## src/rtl/ips2l_uart_cmd_seq_32bit.sv

```systemverilog
// Purpose: parse framed UART byte commands into single 32-bit register bank
//          transactions and return an ACK, NAK or 4 read-data bytes.
// Ports:   rx_* UART receive strobe/byte; tx_* UART transmit valid/ready;
//          cmd_* bank command port; fifo_data* bank read data;
//          busy/err_pulse/err_code status.
// Latency: last frame byte -> cmd_en 1 cycle; cmd_done -> tx_valid 1 cycle.
// Backpressure: tx_valid held with stable tx_data until tx_ready; rx bytes
//          arriving while a command is in flight are dropped.
module ips2l_uart_cmd_seq_32bit #(
    parameter logic [7:0]  OP_WRITE    = 8'h57,
    parameter logic [7:0]  OP_READ     = 8'h52,
    parameter logic [7:0]  ACK_BYTE    = 8'h06,
    parameter logic [7:0]  NAK_BYTE    = 8'h15,
    parameter int unsigned RX_TIMEOUT  = 50000,
    parameter int unsigned CMD_TIMEOUT = 1024
) (
    input  logic        clk,
    input  logic        rst_n,
    input  logic [7:0]  rx_data,
    input  logic        rx_valid,
    output logic [7:0]  tx_data,
    output logic        tx_valid,
    input  logic        tx_ready,
    output logic [7:0]  cmd_addr,
    output logic [31:0] cmd_data,
    output logic        cmd_we,
    output logic        cmd_en,
    input  logic        cmd_done,
    input  logic [31:0] fifo_data,
    output logic        fifo_data_valid,
    input  logic        fifo_data_req,
    output logic        busy,
    output logic        err_pulse,
    output logic [1:0]  err_code
);

    typedef enum logic [2:0] {
        IDLE, ADDR, DATA, ISSUE, WAIT, TX_ACK, TX_RD, TX_NAK
    } state_t;

    // rx_cnt_q counts idle cycles since the last accepted byte (0-based), so
    // the frame is abandoned on the RX_TIMEOUT-th silent cycle.
    localparam logic [19:0] RX_LAST = 20'(RX_TIMEOUT - 1);
    // cmd_cnt_q equals the number of cycles elapsed since cmd_en.
    localparam logic [15:0] CMD_LIM = 16'(CMD_TIMEOUT);

    state_t      state_q;
    logic        we_q;
    logic [7:0]  addr_q;
    logic [31:0] data_q;
    logic        cmd_en_q;
    logic [1:0]  byte_cnt_q;
    logic [19:0] rx_cnt_q;
    logic [15:0] cmd_cnt_q;
    logic [31:0] sh_q;
    logic [7:0]  tx_data_q;
    logic        tx_valid_q;
    logic        err_pulse_q;
    logic [1:0]  err_code_q;

    // Read data is captured on cmd_done alone; the bank strobe is monitor-only.
    logic unused_fifo_req;
    assign unused_fifo_req = fifo_data_req;

    always_ff @(posedge clk or negedge rst_n) begin
        if (!rst_n) begin
            state_q     <= IDLE;
            we_q        <= 1'b0;
            addr_q      <= 8'h00;
            data_q      <= 32'h0;
            cmd_en_q    <= 1'b0;
            byte_cnt_q  <= 2'd0;
            rx_cnt_q    <= 20'd0;
            cmd_cnt_q   <= 16'd0;
            sh_q        <= 32'h0;
            tx_data_q   <= 8'h00;
            tx_valid_q  <= 1'b0;
            err_pulse_q <= 1'b0;
            err_code_q  <= 2'd0;
        end else begin
            err_pulse_q <= 1'b0;
            case (state_q)
                IDLE: begin
                    rx_cnt_q <= 20'd0;
                    if (rx_valid) begin
                        if (rx_data == OP_WRITE) begin
                            we_q    <= 1'b1;
                            state_q <= ADDR;
                        end else if (rx_data == OP_READ) begin
                            we_q    <= 1'b0;
                            state_q <= ADDR;
                        end else begin
                            err_pulse_q <= 1'b1;
                            err_code_q  <= 2'd1;
                        end
                    end
                end
                ADDR, DATA: begin
                    // A byte landing on the timeout cycle is still accepted.
                    if (rx_valid) begin
                        rx_cnt_q <= 20'd0;
                        if (state_q == ADDR) begin
                            addr_q     <= rx_data;
                            byte_cnt_q <= 2'd0;
                            if (we_q) begin
                                state_q <= DATA;
                            end else begin
                                state_q  <= ISSUE;
                                cmd_en_q <= 1'b1;
                            end
                        end else begin
                            data_q     <= {data_q[23:0], rx_data};
                            byte_cnt_q <= byte_cnt_q + 2'd1;
                            if (byte_cnt_q == 2'd3) begin
                                state_q  <= ISSUE;
                                cmd_en_q <= 1'b1;
                            end
                        end
                    end else if (rx_cnt_q == RX_LAST) begin
                        state_q     <= IDLE;
                        err_pulse_q <= 1'b1;
                        err_code_q  <= 2'd2;
                    end else begin
                        rx_cnt_q <= rx_cnt_q + 20'd1;
                    end
                end
                ISSUE: begin
                    cmd_en_q  <= 1'b0;
                    cmd_cnt_q <= 16'd1;
                    state_q   <= WAIT;
                end
                WAIT: begin
                    // cmd_done takes priority over a simultaneous timeout.
                    if (cmd_done) begin
                        tx_valid_q <= 1'b1;
                        if (we_q) begin
                            tx_data_q <= ACK_BYTE;
                            state_q   <= TX_ACK;
                        end else begin
                            sh_q       <= fifo_data;
                            tx_data_q  <= fifo_data[31:24];
                            byte_cnt_q <= 2'd0;
                            state_q    <= TX_RD;
                        end
                    end else if (cmd_cnt_q == CMD_LIM) begin
                        tx_valid_q  <= 1'b1;
                        tx_data_q   <= NAK_BYTE;
                        state_q     <= TX_NAK;
                        err_pulse_q <= 1'b1;
                        err_code_q  <= 2'd3;
                    end else begin
                        cmd_cnt_q <= cmd_cnt_q + 16'd1;
                    end
                end
                TX_ACK, TX_NAK: begin
                    if (tx_ready) begin
                        tx_valid_q <= 1'b0;
                        state_q    <= IDLE;
                    end
                end
                TX_RD: begin
                    if (tx_ready) begin
                        if (byte_cnt_q == 2'd3) begin
                            tx_valid_q <= 1'b0;
                            state_q    <= IDLE;
                        end else begin
                            sh_q       <= {sh_q[23:0], 8'h00};
                            tx_data_q  <= sh_q[23:16];
                            byte_cnt_q <= byte_cnt_q + 2'd1;
                        end
                    end
                end
                default: state_q <= IDLE;
            endcase
        end
    end

    assign tx_data         = tx_data_q;
    assign tx_valid        = tx_valid_q;
    assign cmd_addr        = addr_q;
    assign cmd_data        = data_q;
    assign cmd_we          = we_q;
    assign cmd_en          = cmd_en_q;
    assign fifo_data_valid = (state_q == WAIT) && !we_q;
    assign busy            = (state_q != IDLE);
    assign err_pulse       = err_pulse_q;
    assign err_code        = err_code_q;

endmodule

```

## config.mk

```make
export PLATFORM = sky130hd
export DESIGN_NAME = ips2l_uart_cmd_seq_32bit
export DESIGN_NICKNAME = d
export VERILOG_FILES = /design/src/rtl/ips2l_uart_cmd_seq_32bit.sv
export SDC_FILE = /design/constraint.sdc
export NUM_CORES = 1
export LEC_CHECK = 0
export ABC_AREA = 0
export CORE_MARGIN = 4
export CORE_UTILIZATION = 50
export CTS_CLUSTER_DIAMETER = 100
export CTS_CLUSTER_SIZE = 16
export DETAILED_ROUTE_END_ITERATION = 6
export DONT_BUFFER_PORTS = 1
export GPL_TIMING_DRIVEN = 0
export PLACE_DENSITY_LB_ADDON = 0.08
export REMOVE_ABC_BUFFERS = 1
export SYNTH_ARGS = -nofsm -noshare
export SYNTH_HDL_FRONTEND = slang
export SYNTH_SLANG_ARGS = --single-unit
```

## constraint.sdc

```tcl
create_clock -name clk -period 1.95 [get_ports clk]
set_clock_uncertainty 0.2 [all_clocks]
set_input_delay 0.195 -clock clk [delete_from_list [all_inputs] [get_ports clk]]
set_output_delay 0.195 -clock clk [all_outputs]
set_load 0.03 [all_outputs]
```

# Yosys cells after proc, flatten, opt, wreduce, memory -nomap -nowiden
# Cells that the tools add are included.
# W data, S select, Z words.
# totals
ff_bits,119
out_inout_bits,56
# op_classes
addsub,3
n_eq_ne,34
mux,68
bitwise,1
n_reduce_logical,26
# ops
cell,n
$mux W24,4
$pmux W24 S2,1
$mux W20,2
$mux W8,5
$pmux W20 S2,1
$mux W3,12
$mux W16,2
$pmux W16 S2,1
$ne A2 B2 Y1 const B,15
$mux W2,14
$add A20 B1 Y20 const B,1
$eq A20 B16 Y1 const B,1
$mux W1,19
$ne A3 B3 Y1 const B,6
$pmux W3 S6,1
$add A16 B1 Y16 const B,1
$eq A16 B11 Y1 const B,1
$eq A8 B7 Y1 const B,2
$pmux W8 S2,1
$reduce_and A8 Y1,2
$eq A3 B3 Y1 const B,4
$pmux W2 S3,2
$reduce_and A3 Y1,4
$reduce_bool A3 Y1,4
other kinds (17),26

# Longest topological paths before layout
# Gate-level depths: netlist (run 1).
# logic_depth
depth_word,5
mapped_depth,8
ltp_nobuf,7

# Worst setup path before layout (run 1)
# OpenSTA, ideal clock, no wires.
# synth_timing
path_type,register to register
start,reg rx_cnt_q[0]
end,reg rx_cnt_q[1]
setup_ns,0.120
arrival_time_ns,1.739
slack_ns,-0.109
stages_incl_launch_ff,9
path_buffers,2
cell_sequence,dfrtp_1 > ha_1 > nand3_1 > nand4bb_1 > buf_2 > o21ai_1 > buf_2 > a21oi_1 > a31o_2
# synth_between
elab_chain_cells,4
elab_cells_between_ends,7
# synth_lines
element,line_no,source
from (decl),53,logic [19:0] rx_cnt_q;
from (signal assigned),124,rx_cnt_q <= rx_cnt_q + 20'd1;
$add A20 B1 Y20,124,
$mux W20,119,end else if (rx_cnt_q == RX_LAST) begin
$mux W20,100,if (rx_valid) begin
$pmux W20 S2,82,case (state_q)
# Several ways; a longest one is shown, not always the timed one. The select of a mux whose other input is x is not followed.
# A chain may end at the register's enable or synchronous reset.

# Worst setup path after layout (run 1)
# layout_timing
start,reg cmd_cnt_q[1]
end,"reg tx_data_q[4], in the netlist tx_data[4]"
# layout_between
elab_chain_cells,3
# layout_lines
element,line_no,source
from (decl),54,logic [15:0] cmd_cnt_q;
from (signal assigned),152,cmd_cnt_q <= cmd_cnt_q + 16'd1;
$eq A16 B11 Y1,145,end else if (cmd_cnt_q == CMD_LIM) begin
$ne A3 B3 Y1 (no source line),n/a,
$reduce_and A4 Y1 (no source line),n/a,
to (signal assigned),141,tx_data_q <= fifo_data[31:24];
to (signal assigned),168,tx_data_q <= sh_q[23:16];
to (decl),56,logic [7:0] tx_data_q;
# No other way between the ends.

==> results of run 1 <==
==> routing by layer <==
| layer | track usage [%] | part of all wire [%] | up-vias |
|---|---|---|---|
| met5 | 0 | 0 | - |
| met4 | 9.67 | 1.8 | 0 |
| met3 | 8.30 | 6.0 | 28 |
| met2 | 39.9 | 52 | 121 |
| met1 | 29.9 | 40 | 2466 |
| li1 | - | - | 2258 |
==> power by group through the flow <==
stage / clock network, mW / registers, mW / logic, mW
after global routing: 3.53 / 5.09 / 4.06
after detailed placement: 0 / 5.11 / 1.90
after global placement: 0 / 5.07 / 1.79
after floorplan: 0 / 4.85 / 1.54
after CTS: 3.42 / 4.97 / 3.29
final: 3.38 / 4.98 / 3.77
==> state kept, by name (all words and copies together) (netlist names), 2 cells and up <==
register / cells
cmd_data: 32
sh_q: 24
rx_cnt_q: 20
cmd_cnt_q: 16
cmd_addr: 8
tx_data: 8
state_q: 3
byte_cnt_q: 2
err_code: 2
==> Yosys cell counts, types with 9 or more instances <==
cell type / count / area, µm²
sky130_fd_sc_hd__buf_2: 11 / 55.1
sky130_fd_sc_hd__nand4_1: 10 / 62.6
sky130_fd_sc_hd__nand3_1: 20 / 100
sky130_fd_sc_hd__o21ai_0: 52 / 260
sky130_fd_sc_hd__mux2_2: 51 / 574
sky130_fd_sc_hd__mux2i_1: 17 / 170
sky130_fd_sc_hd__or3_1: 11 / 68.8
sky130_fd_sc_hd__o211ai_1: 10 / 75.1
sky130_fd_sc_hd__nor2_1: 24 / 90.1
sky130_fd_sc_hd__dfrtp_1: 119 / 2980
sky130_fd_sc_hd__clkbuf_1: 11 / 41.3
sky130_fd_sc_hd__xor2_1: 9 / 78.8
sky130_fd_sc_hd__nand2_1: 70 / 263
sky130_fd_sc_hd__a21oi_1: 20 / 100
==> cell families after synthesis <==
logic type	Yosys count	share of synthesized area, %
compound gates	112	12.0
xor+xnor	11	1.66
mux	68	12.8
simple gates	196	18.4
buf+inv	35	2.96
fa+ha+maj	4	0.863
flops	119	51.3
==> cell type report <==
type                       count  area (µm²)
tap                          143         179
timing repair buffer         138        1300
clock inverter                13         195
sequential                   119        3000
fill                         748        3010
clock buffer                  18         439
multi-input combinational    396        3220
inverter                       7        30.0
==> stage by stage <==
stage | cells | power [mW] | utilization, %
3_5_place_dp | 663 | 7.00 | 51.8
2_1_floorplan | 517 | 6.39 | -
6_report | 834 | 12.1 | 73.5
4_1_cts | 806 | 11.7 | 69.9
3_3_place_gp | 660 | 6.86 | 51.3
5_1_grt | 834 | 12.7 | 73.5
==> how the worst max path moves through the flow <==
stage                   from           end
2_1_floorplan     state_q[1]   cmd_data[0]
3_3_place_gp      state_q[1]  cmd_data[24]
3_5_place_dp          cmd_we       sh_q[9]
4_1_cts        cmd_cnt_q[15]    tx_data[2]
5_1_grt         cmd_cnt_q[1]    tx_data[4]
6_report        cmd_cnt_q[1]    tx_data[4]
==> worst max-delay path: cells and delay by family, from the launching register on <==
kind | cells | cell delay (ns)
AO/OA/AOI/OAI | 1 | 0.17
adder cells (fa/ha/maj) | 1 | 0.15
buffers and inverters | 2 | 0.24
flip-flops | 1 | 0.40
multiplexers | 1 | 0.31
AND/OR/NAND/NOR | 3 | 0.51
==> timing repair <==
item                                    4_1_cts  5_1_grt
hold buffers                                 41        3
pin swaps                                    46       29
buffers inserted                             67       24
resized for setup                           101       52
endpoints found under the setup margin      121      108
hold endpoints to repair                    185      132
cloned                                        4        2
==> reports/qor.log, run 1 <==
qor: clock_tree.cts.clk_slew.worst_paths 0.06 ns
qor: placement.gp_routability_congestion 0.782
qor: critical_path.crit_path_max_fanout 5
qor: drt.number_of_vias_in_the_routed_layout 4873
qor: logic_synthesis.synth-seq-cells 119
qor: global_route.maximum_number_of_pins_on_one_net_before_global_route_repair 120
qor: global_route.number_of_global_route_vias_before_repair 5042
qor: timing.worst_slew_margin_rel 60.2%
qor: cells_and_area.layout_commonest_cell sky130_fd_sc_hd__dfrtp_1
qor: global_route.grt_antenna_before_repair 0
qor: floorplanning.io_pins 102
qor: cells_and_area.antenna_cells 0
qor: pwr.power.switching 4.59 mW
qor: placement.place_area 5890 µm²
qor: timing.hold_viol_final 119
qor: logic_synthesis.seq_total_area_yosys 51.3%
qor: floorplanning.die_h 116 µm
qor: placement.port_buffers 0
qor: timing.setup_violations 40
qor: cells_and_area.layout-drive-gt1-share 38.9%
qor: pwr.cellInternalPower 7.54 mW
qor: global_route.grt.overflow.total 0
qor: critical_path.r2r-end tx_data[4]
qor: timing.maxSlewViolCount 0
qor: pwr.power_switching_share 37.8%
qor: floorplanning.design.core.area 11400 µm²
qor: cells_and_area.layout.cell_area.non_filler 8360 µm²
qor: logic_synthesis.yosys_most_used_dff sky130_fd_sc_hd__dfrtp_1
qor: critical_path.r2r_start cmd_cnt_q[1]
qor: pwr.power_frac_seq 41.0%
qor: clock_tree.tritoncts.num_buffers 17
qor: timing.setup_repair_after_global_routing_missed_its_margin yes
qor: pwr.power.density_cell_area 1450 nW/µm²
qor: drt.viasPerCell 5.84
qor: timing.fmax 0.477 GHz
qor: critical_path.type_of_the_worst_setup_path reg -> reg
qor: clock_tree.clock_latency 0.42 ns
qor: clock_tree.cts_root_buf sky130_fd_sc_hd__clkbuf_16
qor: critical_path.rr_worst_depth 8
qor: pwr.cellLeakagePower 3.71 nW
qor: outcome.violated_checks hold timing, setup timing
qor: critical_path.cp_cell_sequence inv_1 -> ha_2 -> nor3b_4 -> and4_4 -> nor2_4 -> o21ai_4 -> buf_6 -> mux2_4
qor: global_route.groute.usage.overall 24.4%
qor: drt.post-route-drc-count 0
qor: cells_and_area.most-common-layout-cells sky130_fd_sc_hd__dfrtp_1, sky130_fd_sc_hd__buf_4, sky130_fd_sc_hd__nand2_1
qor: drt.avgRoutedWirePerCell 19.5 µm
qor: drt.drt_iter0_drc 337
qor: flow_run.max_cap_violations 0
qor: logic_synthesis.post_synth_instance_area 5800 µm²
qor: timing.finalWorstPathRequiredPeriod 2.10 ns
qor: pwr.vdd_ir_drop_max 1180 µV
qor: cells_and_area.area_delta_synth_final 44.1%
qor: logic_synthesis.yosys_warnings 0
qor: critical_path.critPathSlowestCell sky130_fd_sc_hd__dfrtp_1
qor: cells_and_area.finalNetCount 729
qor: floorplanning.initial_core_util 51.0%
qor: clock_tree.clock_sinks 119
qor: critical_path.worstSetupEndpointType flop
qor: critical_path.arrival 2.21 ns
qor: pwr.p_comb_share 31.1%
qor: clock_tree.ctsLongestPathBuffers 2
qor: drt.detail_route.first_pass.iterations 4
qor: logic_synthesis.async_reset_ff_share 100%
qor: timing.final_min_period_over_clock_period 108%
qor: clock_tree.cts_tree done
qor: drt.postRouteWirelength 16300 µm
qor: logic_synthesis.synth-edff-count 0
qor: critical_path.setup.worst_path.start_class flop
qor: logic_synthesis.avgSynthCellArea 10.6 µm²
qor: timing.timing.hold.ws -0.734 ns
qor: floorplanning.design.die.area 13400 µm²
qor: critical_path.slowest_delay 0.40 ns
qor: critical_path.worst-endpoint-required 2.06 ns
qor: floorplanning.die_x 116 µm
qor: timing.tns -3.19 ns
qor: drt.drt.antenna.violating_nets 0
qor: clock_tree.htree_levels 4
qor: floorplanning.placement_rows 39
qor: timing.post-route-worst-setup-slack -0.148 ns
qor: placement.dpl.hpwl 8340 µm
qor: min_path.holdCritPathClass in -> async
qor: pwr.power.share.clock 27.9%
qor: critical_path.setup.reg_to_reg.worst_slack -0.15 ns
qor: placement.pre_cts_ws -1.09 ns
qor: outcome.outcome finished with violations
qor: timing.tightestPinTransition 0.596 ns
qor: global_route.grt_pass1_wl 25400 µm
qor: logic_synthesis.yosys.cell_types.count 65
qor: logic_synthesis.postSynthCellCount 545
Note: power is estimated with default switching activity, not from simulation.
==> run 2: changes to the inputs <==
clock period = 2.63 ns   (was 1.95 ns; I/O delays follow)
==> run 2 against run 1 <==
The flow finishes with violations (hold timing). Total power decreased by 36%. Worst hold slack better by 0.072 ns. Sequential power down 24%. Design area shrank 16%. Utilization shrank 12 points. Critical path depth fell by 2. First-iteration DRC count down 16%. Register-to-register slack gained 0.35 ns. Wire length fell by 20%. Cell count down 11%. Count of clock-buffer cells in the layout unchanged. Critical endpoint is now state_q[0].
==> reports/qor.log, run 2 (same netlist as run 1, synthesis figures left out) <==
qor: outcome.outcome finished with violations
qor: outcome.violated_checks hold timing
qor: pwr.vdd_ir_drop_max 843 µV [-28%]
qor: floorplanning.initial_core_util 51.0% [unchanged]
qor: floorplanning.placement_rows 39 [unchanged]
qor: timing.worst_slew_margin_rel 51.8% [-8.3 points]
qor: clock_tree.htree_levels 4 [unchanged]
qor: drt.detail_route.first_pass.iterations 4 [unchanged]
qor: cells_and_area.most-common-layout-cells sky130_fd_sc_hd__dfrtp_1, sky130_fd_sc_hd__nand2_1, sky130_fd_sc_hd__o21ai_0
qor: global_route.maximum_number_of_pins_on_one_net_before_global_route_repair 120 [unchanged]
qor: cells_and_area.nFillCells 920 [+23%]
qor: cells_and_area.antenna_cells 0 [unchanged]
qor: placement.dpl.hpwl 8340 µm [unchanged]
qor: clock_tree.cts.clk_slew.worst_paths 0.06 ns [about the same]
qor: cells_and_area.largest_register_ff_count 32 [unchanged]
qor: critical_path.crit_path_max_fanout 9 [+4]
qor: floorplanning.design.die.area 13400 µm² [unchanged]
qor: placement.place_area 5890 µm² [unchanged]
qor: cells_and_area.layout_commonest_cell sky130_fd_sc_hd__dfrtp_1
qor: drt.avgRoutedWirePerCell 17.6 µm [-9.7%]
qor: pwr.cellLeakagePower 3.13 nW [-16%]
qor: floorplanning.die_h 116 µm [unchanged]
qor: critical_path.arrival 2.54 ns [+0.33 ns]
qor: clock_tree.tritoncts.num_buffers 17 [unchanged]
qor: timing.hold_viol_final 119 [unchanged]
qor: timing.tns 0 ns [+3.19 ns]
qor: min_path.holdCritPathClass in -> async
qor: cells_and_area.layout-drive-gt1-share 19.1% [-20 points]
qor: global_route.grt_pass1_wl 22100 µm [-13%]
qor: floorplanning.die_x 116 µm [unchanged]
qor: flow_run.max_cap_violations 0 [unchanged]
qor: timing.finalWorstPathRequiredPeriod 2.43 ns [+0.335 ns]
qor: timing.tightestPinTransition 0.721 ns [+0.125 ns]
qor: floorplanning.design.core.area 11400 µm² [unchanged]
qor: drt.drt_iter0_drc 282 [-16%]
qor: cells_and_area.layout.cell_area.non_filler 7030 µm² [-16%]
qor: clock_tree.ctsHoldBuffers 43 [+4.9%]
qor: cells_and_area.area_delta_synth_final 21.2%
qor: critical_path.setup.worst_path.start_class flop
qor: timing.post-route-worst-setup-slack 0.197 ns [+0.345 ns]
qor: timing.setup_repair_after_global_routing_missed_its_margin no
qor: placement.pre_cts_ws -0.407 ns [+0.680 ns]
qor: timing.maxSlewViolCount 0 [unchanged]
qor: drt.postRouteWirelength 13000 µm [-20%]
qor: clock_tree.clock_latency 0.42 ns [about the same]
qor: drt.number_of_vias_in_the_routed_layout 4310 [-12%]
qor: global_route.grt.overflow.total 0 [unchanged]
qor: clock_tree.cts_tree done
qor: floorplanning.io_pins 102 [unchanged]
qor: drt.viasPerCell 5.82 [-0.32%]
qor: global_route.grt_antenna_before_repair 0 [unchanged]
qor: pwr.power.density_cell_area 1100 nW/µm² [-24%]
qor: critical_path.type_of_the_worst_setup_path reg -> reg
qor: clock_tree.cts_root_buf sky130_fd_sc_hd__clkbuf_16
qor: placement.gp_routability_congestion 0.782 [unchanged]
qor: drt.drt.antenna.violating_nets 0 [unchanged]
qor: global_route.number_of_global_route_vias_before_repair 4428 [-12%]
qor: clock_tree.ctsLongestPathBuffers 2 [unchanged]
qor: clock_tree.clock_sinks 119 [unchanged]
qor: timing.fmax 0.411 GHz [-14%]
qor: timing.setup_violations 0 [-100%]
qor: global_route.groute.usage.overall 21.1% [-3.3 points]
qor: timing.final_min_period_over_clock_period 92.5% [-15 points]
qor: timing.timing.hold.ws -0.663 ns [+0.0717 ns]
qor: placement.port_buffers 0 [unchanged]
qor: drt.post-route-drc-count 0 [unchanged]
qor: cells_and_area.finalNetCount 635 [-13%]
qor: critical_path.worst-endpoint-required 2.73 ns [+0.67 ns]
qor: critical_path.worstSetupEndpointType flop
-- run 2: changes by cell type in the layout (fill, tap and decap cells not counted), sizes merged --
cell,change
a21oi,-1
buf,-88
clkinvlp,-1
dlygate4sd3,-1
inv,+1
nand2,-1
nand4bb,-1
o2111ai,-1
o21ai,-1
-- run 2: worst max-delay path, stage by stage (launching register included) --
cell and delay (ns):
sky130_fd_sc_hd__dfrtp_1 0.40, sky130_fd_sc_hd__ha_1 0.20, sky130_fd_sc_hd__nand3_1 0.17, sky130_fd_sc_hd__nand4bb_2 0.47, sky130_fd_sc_hd__o21ai_0 0.43, sky130_fd_sc_hd__nand4_1 0.15
sky130_fd_sc_hd__mux2_2 0.30
-- run 2: layout make-up --
type | count | area, µm² | area share (%)
Clock buffer | 18 | 439 | 6.25
Clock inverter | 13 | 195 | 2.78
Inverter | 7 | 26.3 | 0.374
Multi-Input combinational cell | 391 | 2710 | 38.5
Sequential cell | 119 | 2980 | 42.4
Tap cell | 143 | 179 | 2.55
Timing Repair Buffer | 49 | 503 | 7.16
-- run 2: path summary, 6_finish.rpt --
path | startpoint | to | slack, ns | cells after the start
setup / recovery | rx_cnt_q[0] | state_q[0] | 0.20 | 6
hold / removal | rst_n | cmd_cnt_q[6] | -0.66 | 0
setup reg to reg | rx_cnt_q[0] | state_q[0] | 0.20 | 6
hold reg to reg | sh_q[14] | sh_q[14] | 0.28 | 2
max in group asynchronous | rst_n | state_q[2] | 2.61 | 0
min in group clk | cmd_done | tx_data[1] | 0.01 | 3
-- run 2: repair_timing --
action | 4_1_cts | 5_1_grt
pin swaps | 1 | 0
endpoints found under the hold margin | 180 | 119
endpoints found under the setup margin | 41 | 87
resized for setup | 4 | 10
buffers inserted | 3 | 0
-- run 2: layer usage --
layer	GRT usage (%)	share of wire, %	up-vias	wire, µm
li1	-	-	2052	-
met1	26.8	45	2151	5810
met2	32.5	47	87	6160
met3	9.03	6.6	20	866
met4	7.19	1.5	0	196
met5	0	0	-	0
-- run 2: power by group --
group / internal (mW) / total (mW) / switching, mW
Clock: 1.62 / 2.49 / 0.872
Combinational: 0.736 / 1.49 / 0.752
Sequential: 2.44 / 3.76 / 1.32
-- run 2: stage by stage --
stage                     power, mW  instances  utilization, %
after floorplan                4.74        517               -
after global placement         5.09        660            51.3
after detailed placement       5.19        663            51.8
after CTS                      7.78        740            61.5
after global routing           8.17        740            61.8
final                          7.74        740            61.8
